--- src/rtl/frame_sequencer.sv ---
// APU frame sequencer: divides the APU tick into quarter/half-frame clocks
// and raises the frame IRQ, with a delayed restart after each $4017 write.
module frame_sequencer #(
    parameter int WRITE_DELAY = 2
) (
    input  logic       clk,
    input  logic       iReset,
    input  logic       iApu_tick,
    input  logic       iWrite_4017,
    input  logic [7:0] iData,
    input  logic       iIrq_ack,
    output logic       oQuarter_clk,
    output logic       oHalf_clk,
    output logic       oIrq,
    output logic       oMode
);

    localparam logic [0:0]  ST_RUN     = 1'b0;
    localparam logic [0:0]  ST_PENDING = 1'b1;
    localparam logic [14:0] STEP_1     = 15'd3728;
    localparam logic [14:0] STEP_2     = 15'd7456;
    localparam logic [14:0] STEP_3     = 15'd11185;
    localparam logic [14:0] WRAP_4     = 15'd14914;
    localparam logic [14:0] WRAP_5     = 15'd18640;
    localparam logic [2:0]  DELAY_LOAD = 3'(WRITE_DELAY);

    logic [14:0] cnt;
    logic        mode;
    logic        inhibit;
    logic [2:0]  delay;
    logic [0:0]  state;

    logic [14:0] wrap;
    logic        at_wrap;
    logic        quarter_evt;
    logic        half_evt;
    logic        restart;
    logic        irq_set;

    always_comb begin
        wrap        = mode ? WRAP_5 : WRAP_4;
        // >= also recovers a count left above the wrap by a 5-step to 4-step switch
        at_wrap     = (cnt >= wrap);
        quarter_evt = (cnt == STEP_1) || (cnt == STEP_2) || (cnt == STEP_3) || (cnt == wrap);
        half_evt    = (cnt == STEP_2) || (cnt == wrap);
        restart     = (state == ST_PENDING) && (delay == 3'd1);
        irq_set     = iApu_tick && !iWrite_4017 && !restart && !mode && !inhibit
                      && (cnt == WRAP_4);
    end

    assign oMode = mode;

    always_ff @(posedge clk) begin
        if (iReset) begin
            cnt          <= '0;
            mode         <= 1'b0;
            inhibit      <= 1'b0;
            delay        <= '0;
            state        <= ST_RUN;
            oIrq         <= 1'b0;
            oQuarter_clk <= 1'b0;
            oHalf_clk    <= 1'b0;
        end else begin
            oQuarter_clk <= 1'b0;
            oHalf_clk    <= 1'b0;

            // a set on this edge overrides any simultaneous clear
            if (irq_set)
                oIrq <= 1'b1;
            else if (iIrq_ack || (iWrite_4017 && iData[6]))
                oIrq <= 1'b0;

            if (iWrite_4017) begin
                mode    <= iData[7];
                inhibit <= iData[6];
                delay   <= DELAY_LOAD;
                state   <= ST_PENDING;
            end else if (iApu_tick) begin
                if (restart) begin
                    cnt          <= '0;
                    delay        <= '0;
                    state        <= ST_RUN;
                    oQuarter_clk <= mode;
                    oHalf_clk    <= mode;
                end else begin
                    if (state == ST_PENDING)
                        delay <= delay - 3'd1;
                    cnt          <= at_wrap ? '0 : cnt + 15'd1;
                    oQuarter_clk <= quarter_evt;
                    oHalf_clk    <= half_evt;
                end
            end
        end
    end

endmodule
--- config.mk ---
export PLATFORM = sky130hd
export DESIGN_NAME = frame_sequencer
export DESIGN_NICKNAME = d
export VERILOG_FILES = /design/src/rtl/frame_sequencer.sv
export SDC_FILE = /design/constraint.sdc
export NUM_CORES = 1
export LEC_CHECK = 0
export ABC_AREA = 1
export ABC_CLOCK_PERIOD_IN_PS = 1800
export CORE_UTILIZATION = 30
export DETAILED_ROUTE_END_ITERATION = 12
export GPL_TIMING_DRIVEN = 0
export HOLD_SLACK_MARGIN = 0.03
export PLACE_DENSITY = 0.54
export SLEW_MARGIN = 5
export SYNTH_ARGS = -nofsm -noshare
export SYNTH_HDL_FRONTEND = slang
export SYNTH_SLANG_ARGS = --single-unit
--- constraint.sdc ---
create_clock -name clk -period 1.8 [get_ports clk]
set_input_delay 0.27 -clock clk [delete_from_list [all_inputs] [get_ports clk]]
set_output_delay 0.27 -clock clk [all_outputs]
set_load 0.03 [all_outputs]
==> impl_metrics.csv <==
group,metric,value,unit
global_route,antenna_found_initial,0,
drt,avgViaCountPerCell,4.78,
placed_design,gp_congestion,0.875,
flow_run,maxCapViolations,0,
power_and_ir_drop,power_density,462,mW/mm^2
synthesis,synthCells,268,
clock_network,path_clk_slew,100,ps
clock_network,clockBufferDepth,2,
finish,post-route-util,38.8,%
synthesis,netlist_area,0.00191,sq mm
synthesis,synth.area.mux_share,0,%
placed_design,dp_slack,-128,ps
clock_network,hold_buffers,0,
clock_network,cts.sinks,24,
clock_network,htree_levels,1,
placed_design,numPortBuffers,10,
finish,drive_gt1_share,26.8,%
power_and_ir_drop,peakVddDrop,0.000224,V
clock_network,cts_tree,"yes",
sta,worst_slew_pin_slew,766,ps
global_route,track_usage,15.1,%
sta,fmax,546,MHz
sta,fin_skew,11.4,ps
synthesis,synth-simple-area-share,41.7,%
setup_path,critPathRequiredTime,1960,ps
sta,rsz0062_at_grt,"true",
sta,setup_slack,-32.3,ps
floorplanning,core_area,0.00603,sq mm
floorplanning,die_h,81.8,um
setup_path,arrival,2000,ps
finish,seq_area,484,sq um
drt,avgRoutedWirePerCell,13.0,um
drt,drc,0,
finish,fillers,658,
clock_network,cts-buffers-inserted,3,
drt,wl,4.77,mm
sta,relSlewSlack,48.9,%
setup_path,rr_worst_depth,11,
synthesis,synth_top_family_by_area,"simple AND/OR/NAND/NOR gates",
drt,drt_iter0_markers,77,
synthesis,synth_compound_area_share,12.5,%
floorplanning,rows,28,
finish,layout.nets,318,
sta,period_needed,1830,ps
finish,diodes,0,
power_and_ir_drop,power,1.08,mW
drt,dr.pass1.iters,5,
synthesis,ys_ff_latch,24,
floorplanning,start_util,31.7,%
finish,syn2layout_area_growth,22.5,%
synthesis,synth_xor_area_share,0.917,%
power_and_ir_drop,leakage,0.893,nW
synthesis,synthAdderAreaFrac,8.52,%
hold_path,hp-class,"register to register",
sta,finalSetupViolCount,10,
finish,finalNonFillerCells,366,
floorplanning,die_x,81.8,um
setup_path,crit_type,"register to register",
global_route,grt_pass1_wl,7.65,mm
synthesis,ys_types,31,
drt,final_antenna_net_count,0,
sta,final_hold_viol_count,0,
drt,via_count,1749,
synthesis,synth_area_per_cell,7.12,sq um
placed_design,dp_hpwl,3.46,mm
global_route,grt_pass1_vias,1562,
setup_path,startpoint_type,"register",
synthesis,ys_warn_count,0,
placed_design,placed_cells,353,
synthesis,yosysSeqAreaShare,25.2,%
setup_path,critPathCaptureType,"register",
floorplanning,ios,17,
status,status,"finished, violations left",
global_route,overflow,0,
setup_path,cp_max_fo,7,
sta,hold_slack,503,ps
synthesis,syn_nets,294,
sta,drv_slew,0,
clock_network,cts-root-buf,"clkbuf_8",
clock_network,worstSkewPairLatency,280,ps
global_route,grt_max_degree,14,
finish,final_common_cell,"nand2_1",
sta,fin_crit_sh,102,%
finish,layout_common_cells,"nand2_1 (61), inv_1 (28), dfxtp_1 (23)",
finish,multi_input_area,0.00131,sq mm
status,violations,"negative setup slack",
floorplanning,dieArea,0.00669,sq mm
hold_path,whs_path_depth,2,
-- power by group --
| part | internal, mW | switching (mW) |
|---|---|---|
| combinational | 0.0783 | 0.100 |
| sequential | 0.540 | 0.00945 |
| clock | 0.159 | 0.193 |
| total | 0.778 | 0.303 |
-- logic make-up (layout without fill, tap and decap cells) --
kind of cell	count (synthesis)	count (layout)
AO/OA/AOI/OAI	37	37
flip-flops	24	24
buffers and inverters	45	68
XOR/XNOR	2	2
adder cells (fa/ha/maj)	13	13
AND/OR/NAND/NOR	147	147
-- critical path, cell delays in order, from the launching register on --
cell and delay, ps:
dfxtp_4 380, clkinvlp_4 130, buf_6 150, ha_4 260
nand2_4 50, nor2_2 120, nand2_2 70, nor2_4 180
nor2_8 80, clkbuf_16 170, nand3_2 60, a21oi_2 50
-- layer usage --
layer / share of wire (%) / GRT usage [%] / vias to the layer above
li1: - / - / 914
met1: 49 / 20.4 / 792
met2: 45 / 24.7 / 38
met3: 5.4 / 2.78 / 5
met4: 0.71 / 3.16 / 0
met5: 0 / 0 / -
-- cells in the mapped netlist --
cell      instances  area, sq um
clkinv_1          2         7.51
clkbuf_1          1         3.75
nand3_2          14          140
a21oi_2          12          105
xor2_1            2         17.5
nand3_4           1         17.5
dfxtp_1          24          480
a21oi_1           8         40.0
nor2_2            3         18.8
nand4_1           6         37.5
nand3b_1          3         22.5
nand3_1          16         80.1
nor2_8            1         20.0
inv_1            29          109
buf_4             3         22.5
nor4_1            2         12.5
nor3_1            5         25.0
o21ai_1           2         10.0
o31ai_1           1         7.51
o21ai_0          11         55.1
buf_12            2         40.0
a211oi_1          2         15.0
nand2_1          64          240
ha_1             13          163
inv_2             7         26.3
nor2_4            6         67.6
nand2_2           4         25.0
nand2_4           1         11.3
nor2_1           21         78.8
buf_1             1         3.75
o22ai_1           1         6.26
-- worst paths after layout --
| path | to | slack [ps] | from |
|---|---|---|---|
| worst min-delay path | state | 500 | state |
| worst max-delay path | cnt[4] | -30 | oMode |
| worst max register to register | cnt[4] | -30 | oMode |
| worst min register to register | state | 500 | state |
-- sequential cells by signal, summed over array words and instances (netlist names) --
| signal | flops |
|---|---|
| delay | 3 |
| cnt | 15 |
| oIrq | 1 |
| state | 1 |
| oMode | 1 |
| inhibit | 1 |
| oHalf_clk | 1 |
| oQuarter_clk | 1 |
-- metrics by stage --
step	setup TNS [ps]	instance area (sq um)
2_1_floorplan	0	1910
3_3_place_gp	-1020	2110
3_5_place_dp	-1220	2110
4_1_cts	0	2210
5_1_grt	-1420	2340
6_report	-195	2340
-- repair_timing --
action / in CTS / in global routing
cloned: 0 / 1
setup buffers: 6 / 2
endpoints found under the setup margin: 14 / 17
pin swaps: 5 / 8
resized for setup: 2 / 15
-- layout make-up --
type / instances / share of cell area, %
Buffer: 7 / 3.00
Clock buffer: 4 / 1.93
Inverter: 38 / 6.26
Multi-Input combinational cell: 199 / 55.9
Sequential cell: 24 / 20.7
Tap cell: 75 / 4.01
Timing Repair Buffer: 19 / 8.24
Note: power is estimated with default switching activity, not from simulation.
